--- src/rtl/pipeline_pkg.sv ---
// Shared pipeline types: B.cond encodings, the NZCV flag record and the
// registered EX/MEM control bundle.
package pipeline_pkg;

    typedef enum logic [3:0] {
        COND_EQ = 4'b0000,
        COND_NE = 4'b0001,
        COND_HS = 4'b0010,
        COND_LO = 4'b0011,
        COND_MI = 4'b0100,
        COND_PL = 4'b0101,
        COND_VS = 4'b0110,
        COND_VC = 4'b0111,
        COND_HI = 4'b1000,
        COND_LS = 4'b1001,
        COND_GE = 4'b1010,
        COND_LT = 4'b1011,
        COND_GT = 4'b1100,
        COND_LE = 4'b1101,
        COND_AL = 4'b1110,
        COND_NV = 4'b1111
    } cond_t;

    typedef struct packed {
        logic n;
        logic z;
        logic c;
        logic v;
    } flags_t;

    typedef struct packed {
        logic valid;
        logic reg_write;
        logic mem_read;
        logic mem_write;
        logic mem_to_reg;
        logic branch_taken;
    } ctrl_t;

endpackage

--- src/rtl/ex_mem_stage_if.sv ---
// EX -> MEM pipeline bus: EX-side instruction fields in, registered MEM-side
// fields out. The stage itself uses the slave view.
interface ex_mem_stage_if #(
    parameter int WIDTH = 64,
    parameter int REG_W = 5
);
    logic             in_valid;
    logic [WIDTH-1:0] alu_result;
    logic             alu_carry;
    logic             alu_overflow;
    logic             set_flags;
    logic             is_cbz;
    logic             is_bcond;
    logic [3:0]       cond;
    logic [WIDTH-1:0] store_data;
    logic [REG_W-1:0] dest_reg;
    logic             reg_write;
    logic             mem_read;
    logic             mem_write;
    logic             mem_to_reg;

    logic             out_valid;
    logic             out_reg_write;
    logic             out_mem_read;
    logic             out_mem_write;
    logic             out_mem_to_reg;
    logic [WIDTH-1:0] out_alu_result;
    logic [WIDTH-1:0] out_store_data;
    logic [REG_W-1:0] out_dest_reg;
    logic             flag_n;
    logic             flag_z;
    logic             flag_c;
    logic             flag_v;
    logic             branch_taken;

    modport master (
        output in_valid, alu_result, alu_carry, alu_overflow, set_flags,
               is_cbz, is_bcond, cond, store_data, dest_reg,
               reg_write, mem_read, mem_write, mem_to_reg,
        input  out_valid, out_reg_write, out_mem_read, out_mem_write,
               out_mem_to_reg, out_alu_result, out_store_data, out_dest_reg,
               flag_n, flag_z, flag_c, flag_v, branch_taken
    );

    modport slave (
        input  in_valid, alu_result, alu_carry, alu_overflow, set_flags,
               is_cbz, is_bcond, cond, store_data, dest_reg,
               reg_write, mem_read, mem_write, mem_to_reg,
        output out_valid, out_reg_write, out_mem_read, out_mem_write,
               out_mem_to_reg, out_alu_result, out_store_data, out_dest_reg,
               flag_n, flag_z, flag_c, flag_v, branch_taken
    );
endinterface

--- src/rtl/cond_check.sv ---
// Combinational B.cond evaluator against an NZCV flag record.
import pipeline_pkg::*;

module cond_check (
    input  cond_t  cond,
    input  flags_t flags,
    output logic   cond_true
);

    // Decode the condition code into a single pass/fail bit.
    always_comb begin
        cond_true = 1'b1;
        case (cond)
            COND_EQ: cond_true = flags.z;
            COND_NE: cond_true = !flags.z;
            COND_HS: cond_true = flags.c;
            COND_LO: cond_true = !flags.c;
            COND_MI: cond_true = flags.n;
            COND_PL: cond_true = !flags.n;
            COND_VS: cond_true = flags.v;
            COND_VC: cond_true = !flags.v;
            COND_HI: cond_true = flags.c && !flags.z;
            COND_LS: cond_true = !(flags.c && !flags.z);
            COND_GE: cond_true = (flags.n == flags.v);
            COND_LT: cond_true = (flags.n != flags.v);
            COND_GT: cond_true = !flags.z && (flags.n == flags.v);
            COND_LE: cond_true = !(!flags.z && (flags.n == flags.v));
            COND_AL: cond_true = 1'b1;
            COND_NV: cond_true = 1'b1;
            default: cond_true = 1'b1;
        endcase
    end

endmodule

--- src/rtl/ex_mem_stage.sv ---
// EX/MEM pipeline register with the architectural NZCV flag register and the
// registered branch decision. Flush beats stall; stall freezes everything.
import pipeline_pkg::*;

module ex_mem_stage #(
    parameter int WIDTH = 64,
    parameter int REG_W = 5
) (
    input  logic           clk,
    input  logic           reset,
    input  logic           stall,
    input  logic           flush,
    ex_mem_stage_if.slave  bus
);

    ctrl_t            ctrl_d, ctrl_q;
    logic [WIDTH-1:0] alu_result_d, alu_result_q;
    logic [WIDTH-1:0] store_data_d, store_data_q;
    logic [REG_W-1:0] dest_reg_d, dest_reg_q;
    flags_t           flags_d, flags_q;

    logic res_z;
    logic res_n;
    logic cond_true;

    assign res_z = ~|bus.alu_result;
    assign res_n = bus.alu_result[WIDTH-1];

    // Branch condition sees the flags as they stood before this edge.
    cond_check u_cond_check (
        .cond      (cond_t'(bus.cond)),
        .flags     (flags_q),
        .cond_true (cond_true)
    );

    // Next-state: hold by default, bubble on flush, capture when advancing.
    always_comb begin
        ctrl_d       = ctrl_q;
        alu_result_d = alu_result_q;
        store_data_d = store_data_q;
        dest_reg_d   = dest_reg_q;
        flags_d      = flags_q;
        if (flush) begin
            ctrl_d = '0;
        end else if (!stall) begin
            ctrl_d.valid        = bus.in_valid;
            ctrl_d.reg_write    = bus.reg_write  & bus.in_valid;
            ctrl_d.mem_write    = bus.mem_write  & bus.in_valid;
            // a store never travels with a load; the store wins
            ctrl_d.mem_read     = bus.mem_read   & bus.in_valid & ~bus.mem_write;
            ctrl_d.mem_to_reg   = bus.mem_to_reg & bus.in_valid;
            ctrl_d.branch_taken = bus.in_valid &
                                  ((bus.is_bcond & cond_true) | (bus.is_cbz & res_z));
            alu_result_d        = bus.alu_result;
            store_data_d        = bus.store_data;
            dest_reg_d          = bus.dest_reg;
            if (bus.in_valid && bus.set_flags) begin
                flags_d = '{n: res_n, z: res_z, c: bus.alu_carry, v: bus.alu_overflow};
            end
        end
    end

    // State registers, asynchronously cleared.
    always_ff @(posedge clk or posedge reset) begin
        if (reset) begin
            ctrl_q       <= '0;
            alu_result_q <= '0;
            store_data_q <= '0;
            dest_reg_q   <= '0;
            flags_q      <= '0;
        end else begin
            ctrl_q       <= ctrl_d;
            alu_result_q <= alu_result_d;
            store_data_q <= store_data_d;
            dest_reg_q   <= dest_reg_d;
            flags_q      <= flags_d;
        end
    end

    assign bus.out_valid      = ctrl_q.valid;
    assign bus.out_reg_write  = ctrl_q.reg_write;
    assign bus.out_mem_read   = ctrl_q.mem_read;
    assign bus.out_mem_write  = ctrl_q.mem_write;
    assign bus.out_mem_to_reg = ctrl_q.mem_to_reg;
    assign bus.branch_taken   = ctrl_q.branch_taken;
    assign bus.out_alu_result = alu_result_q;
    assign bus.out_store_data = store_data_q;
    assign bus.out_dest_reg   = dest_reg_q;
    assign bus.flag_n         = flags_q.n;
    assign bus.flag_z         = flags_q.z;
    assign bus.flag_c         = flags_q.c;
    assign bus.flag_v         = flags_q.v;

endmodule

--- src/flat_wrapper.sv ---
// flat-port wrapper written by rule: the top's interface ports become plain ports
module ex_mem_stage_flat 
#(
    parameter int WIDTH = 64,
    parameter int REG_W = 5
)
  (clk, reset, stall, flush, bus_in_valid, bus_alu_result, bus_alu_carry, bus_alu_overflow, bus_set_flags, bus_is_cbz, bus_is_bcond, bus_cond, bus_store_data, bus_dest_reg, bus_reg_write, bus_mem_read, bus_mem_write, bus_mem_to_reg, bus_out_valid, bus_out_reg_write, bus_out_mem_read, bus_out_mem_write, bus_out_mem_to_reg, bus_out_alu_result, bus_out_store_data, bus_out_dest_reg, bus_flag_n, bus_flag_z, bus_flag_c, bus_flag_v, bus_branch_taken);
  ex_mem_stage_if #(.WIDTH(WIDTH), .REG_W(REG_W)) bus_i ();
  input  logic clk;
  input  logic reset;
  input  logic stall;
  input  logic flush;
  input wire logic [$bits(bus_i.in_valid)-1:0] bus_in_valid;
  input wire logic [$bits(bus_i.alu_result)-1:0] bus_alu_result;
  input wire logic [$bits(bus_i.alu_carry)-1:0] bus_alu_carry;
  input wire logic [$bits(bus_i.alu_overflow)-1:0] bus_alu_overflow;
  input wire logic [$bits(bus_i.set_flags)-1:0] bus_set_flags;
  input wire logic [$bits(bus_i.is_cbz)-1:0] bus_is_cbz;
  input wire logic [$bits(bus_i.is_bcond)-1:0] bus_is_bcond;
  input wire logic [$bits(bus_i.cond)-1:0] bus_cond;
  input wire logic [$bits(bus_i.store_data)-1:0] bus_store_data;
  input wire logic [$bits(bus_i.dest_reg)-1:0] bus_dest_reg;
  input wire logic [$bits(bus_i.reg_write)-1:0] bus_reg_write;
  input wire logic [$bits(bus_i.mem_read)-1:0] bus_mem_read;
  input wire logic [$bits(bus_i.mem_write)-1:0] bus_mem_write;
  input wire logic [$bits(bus_i.mem_to_reg)-1:0] bus_mem_to_reg;
  output wire logic [$bits(bus_i.out_valid)-1:0] bus_out_valid;
  output wire logic [$bits(bus_i.out_reg_write)-1:0] bus_out_reg_write;
  output wire logic [$bits(bus_i.out_mem_read)-1:0] bus_out_mem_read;
  output wire logic [$bits(bus_i.out_mem_write)-1:0] bus_out_mem_write;
  output wire logic [$bits(bus_i.out_mem_to_reg)-1:0] bus_out_mem_to_reg;
  output wire logic [$bits(bus_i.out_alu_result)-1:0] bus_out_alu_result;
  output wire logic [$bits(bus_i.out_store_data)-1:0] bus_out_store_data;
  output wire logic [$bits(bus_i.out_dest_reg)-1:0] bus_out_dest_reg;
  output wire logic [$bits(bus_i.flag_n)-1:0] bus_flag_n;
  output wire logic [$bits(bus_i.flag_z)-1:0] bus_flag_z;
  output wire logic [$bits(bus_i.flag_c)-1:0] bus_flag_c;
  output wire logic [$bits(bus_i.flag_v)-1:0] bus_flag_v;
  output wire logic [$bits(bus_i.branch_taken)-1:0] bus_branch_taken;
  assign bus_i.in_valid = bus_in_valid;
  assign bus_i.alu_result = bus_alu_result;
  assign bus_i.alu_carry = bus_alu_carry;
  assign bus_i.alu_overflow = bus_alu_overflow;
  assign bus_i.set_flags = bus_set_flags;
  assign bus_i.is_cbz = bus_is_cbz;
  assign bus_i.is_bcond = bus_is_bcond;
  assign bus_i.cond = bus_cond;
  assign bus_i.store_data = bus_store_data;
  assign bus_i.dest_reg = bus_dest_reg;
  assign bus_i.reg_write = bus_reg_write;
  assign bus_i.mem_read = bus_mem_read;
  assign bus_i.mem_write = bus_mem_write;
  assign bus_i.mem_to_reg = bus_mem_to_reg;
  assign bus_out_valid = bus_i.out_valid;
  assign bus_out_reg_write = bus_i.out_reg_write;
  assign bus_out_mem_read = bus_i.out_mem_read;
  assign bus_out_mem_write = bus_i.out_mem_write;
  assign bus_out_mem_to_reg = bus_i.out_mem_to_reg;
  assign bus_out_alu_result = bus_i.out_alu_result;
  assign bus_out_store_data = bus_i.out_store_data;
  assign bus_out_dest_reg = bus_i.out_dest_reg;
  assign bus_flag_n = bus_i.flag_n;
  assign bus_flag_z = bus_i.flag_z;
  assign bus_flag_c = bus_i.flag_c;
  assign bus_flag_v = bus_i.flag_v;
  assign bus_branch_taken = bus_i.branch_taken;
  ex_mem_stage #(.WIDTH(WIDTH), .REG_W(REG_W)) u_core (.clk(clk), .reset(reset), .stall(stall), .flush(flush), .bus(bus_i));
endmodule
--- config.mk ---
export PLATFORM = sky130hd
export DESIGN_NAME = ex_mem_stage_flat
export DESIGN_NICKNAME = d
export VERILOG_FILES = /design/src/rtl/pipeline_pkg.sv /design/src/rtl/ex_mem_stage_if.sv /design/src/rtl/cond_check.sv /design/src/rtl/ex_mem_stage.sv /design/src/flat_wrapper.sv
export SDC_FILE = /design/constraint.sdc
export NUM_CORES = 1
export LEC_CHECK = 0
export CAP_MARGIN = 40
export CORE_ASPECT_RATIO = 0.5
export CORE_UTILIZATION = 55
export DETAILED_ROUTE_END_ITERATION = 6
export DONT_BUFFER_PORTS = 1
export GPL_TIMING_DRIVEN = 0
export PLACE_DENSITY = 0.79
export SYNTH_ARGS = -nofsm -noshare
export SYNTH_HDL_FRONTEND = slang
export SYNTH_SLANG_ARGS = --single-unit
--- constraint.sdc ---
create_clock -name clk -period 8.1 [get_ports clk]
set_input_delay 1.62 -clock clk [delete_from_list [all_inputs] [get_ports clk]]
set_output_delay 1.62 -clock clk [all_outputs]
set_load 0.005 [all_outputs]
==> impl_metrics.tcl <==
set metrics [dict create \
    status "complete, no violations" \
    final_cells 541 \
    p_leak_uw 0.002727 \
    yosysTopAreaCellShare_pct 62.49 \
    track_usage_pct 22.98 \
    portBuffers 0 \
    nets 545 \
    grt_pass1_wl_mm 18.71 \
    synth.largest_area_cell "dfrtp_1" \
    cts.sinks 143 \
    fp.dieW_microns 146.3 \
    yosysMostFrequentCell "dfrtp_1" \
    die_y_microns 74.16 \
    cts_buffer_depth 2 \
    ir_drop_uv 142.1 \
    crit_buf_inv 3 \
    ys_warn_count 0 \
    synth_cell_type_count 33 \
    synth_area_leaders "dfrtp_1 (62%), mux2_2 (27%), nor4_1 (2.0%), buf_2 (0.79%), buf_6 (0.79%)" \
    path_cells "clkbuf_2 -> nor2_4 -> buf_2 -> buf_4 -> mux2_2" \
    viasPerCell 6.061 \
    fillers 680 \
    holdCritStartpoint "u_core.bus.out_alu_result[18]$_DFFE_PP0P_" \
    setup_viol_count_final 0 \
    finalHoldViolCount 0 \
    drc 0 \
    syn_avg_cell_area_sq_um 15.31 \
    criticalPathCategory "input pin to flop" \
    startpoint "flush" \
    drive_gt1_share_pct 47.54 \
    cts_tree "yes" \
    synth_ff_type "dfrtp_1" \
    synth_nets 525 \
    clock_skew_ns 0.0009125 \
    start_util_pct 58.68 \
    multi_input_area_sq_mm 0.002001 \
    drt-initial-drc-count 94 \
    hold_class "flop to flop" \
    max_stage_delay_ns 0.37 \
    regToRegStartpoint "u_core.bus.flag_v$_DFFE_PP0P_" \
    fin_crit_ns 2.713 \
    cp.required_ns 8.37 \
    clk_transition_reported_paths_ns 0.06 \
    hold_buffers 0 \
    num_vias 3279 \
    cp.arrival_ns 2.99 \
    cts-root-buf "clkbuf_16" \
    clk_latency_ns 0.39 \
    fp-row-count 25 \
    ctsResizeCount 0 \
    grt_remaining_overflow 0 \
    cp-end-kind "flop" \
    netlist_instances 374 \
    yosys-top-cells-count "dfrtp_1 (143), mux2_2 (137), nor4_1 (18)" \
    grt_max_degree 102 \
    pin_count 294 \
    area_growth_pct 13.72 \
    numCtsBuffers 17 \
    ant_nets 0 \
    cts_setup_buffers 0 \
    dp_cells 510 \
    synthArstFlopShare_pct 100.0 \
    max-cap-violations 0 \
    synth-edff-count 0 \
    whs_ns 0.5348 \
    final-seq-area_sq_mm 0.003578 \
    cp_max_fo 10 \
    cp_top_family "buffers and inverters" \
    fin_crit_sh_pct 33.49 \
    grt_pass1_vias 3568 \
    critPathSlowestCell "mux2_2" \
    ys_seq_elements 143 \
    drv_slew 0 \
    antenna_cells 0 \
    max_freq_mhz 368.6 \
    synth_area_sq_mm 0.005727 \
    cts_htree_levels 4 \
    wl_per_cell_microns 23.26 \
    gp_congestion 0.8613 \
    hpwl_mm 9.460 \
    power.density_mw_per_mm2 281.8 \
    coreArea_sq_mm 0.009759 \
    wl_mm 12.58 \
    fin_tns_setup_ns 0 \
    drtPass1Iterations 4 \
    seq_area_frac_synth_pct 62.49 \
    dieArea_sq_mm 0.01085 \
    maxSlewHeadroom_pct 65.81 \
    rsz0062_at_grt "no" \
    antenna_found_initial 0 \
    worst_slew_pin_slew_ns 0.5082 \
    start_kind "input pin" \
]
==> path summary, 6_finish.rpt <==
check	end	slack, ns	cells after the start
max in group asynchronous	u_core.bus.out_alu_result[22]$_DFFE_PP0P_	6.20	2
min	u_core.bus.out_alu_result[18]$_DFFE_PP0P_	0.53	1
min reg2reg	u_core.bus.out_alu_result[18]$_DFFE_PP0P_	0.53	1
max	u_core.bus.out_alu_result[21]$_DFFE_PP0P_	5.39	5
max reg2reg	u_core.bus.branch_taken$_DFFE_PP0P_	6.39	5
min in group asynchronous	u_core.bus.out_store_data[17]$_DFFE_PP0P_	1.08	1
==> where the power goes <==
part	leakage (uW)	switching, uW	internal [uW]
logic	0.000760	66.2	99.9
clock network	0.000275	301	458
registers	0.00169	92.2	818
==> logic make-up after synthesis <==
family	synth area share, %
flops	62.49
mux	26.94
simple gates	5.287
buf+inv	2.578
compound gates	2.556
xor+xnor	0.1530
==> per-stage QoR <==
| step | utilization (%) | cell area [sq um] | total power [uW] | setup WS (ns) |
|---|---|---|---|---|
| 2_1_floorplan | - | 5727 | 1034 | 2.642 |
| 3_3_place_gp | 60.41 | 5896 | 1074 | 1.723 |
| 3_5_place_dp | 60.74 | 5928 | 1092 | 4.991 |
| 4_1_cts | 66.73 | 6513 | 1854 | 5.389 |
| 5_1_grt | 66.73 | 6513 | 1907 | 5.338 |
| 6_report | 66.73 | 6513 | 1835 | 5.387 |
==> per-layer routing <==
layer  wire length, microns  vias up  GRT usage, %
met5                      0        -             0
met4                    211        0         11.11
met3                    822       18         7.301
met1                   4526     1680         24.99
met2                   7023      169         42.28
li1                       -     1412             -
==> layout make-up <==
type	instances	area share, %
clock inverter	14	2.440
clock buffer	17	6.532
multi-input combinational	208	30.72
timing repair buffer	1	0.4227
sequential	143	54.95
inverter	3	0.2498
tap	135	2.594
buffer	20	2.094
==> cell usage in the layout, fill, tap and decap left out, types with 2 or more instances in the layout <==
| master | instances |
|---|---|
| nand2_1 | 4 |
| nand4_1 | 5 |
| buf_4 | 5 |
| bufinv_16 | 2 |
| nor4b_1 | 2 |
| nor4_1 | 18 |
| clkinv_4 | 2 |
| clkinvlp_4 | 4 |
| inv_6 | 5 |
| nor2_1 | 12 |
| mux2_2 | 137 |
| buf_6 | 4 |
| clkbuf_16 | 17 |
| buf_2 | 9 |
| inv_1 | 2 |
| dfrtp_1 | 143 |
| o31a_1 | 2 |
| nor2b_1 | 2 |
| nor3_1 | 2 |
| o21ai_0 | 3 |
| a21oi_1 | 6 |
==> worst register-to-register path, cell delays in order, from the launching register on <==
cell and delay (ns):
dfrtp_1 0.49, and4b_1 0.25, a311oi_2 0.19, o21ai_1 0.10, a2111oi_2 0.43, o211ai_1 0.13
(Power assumes the default switching activity.)
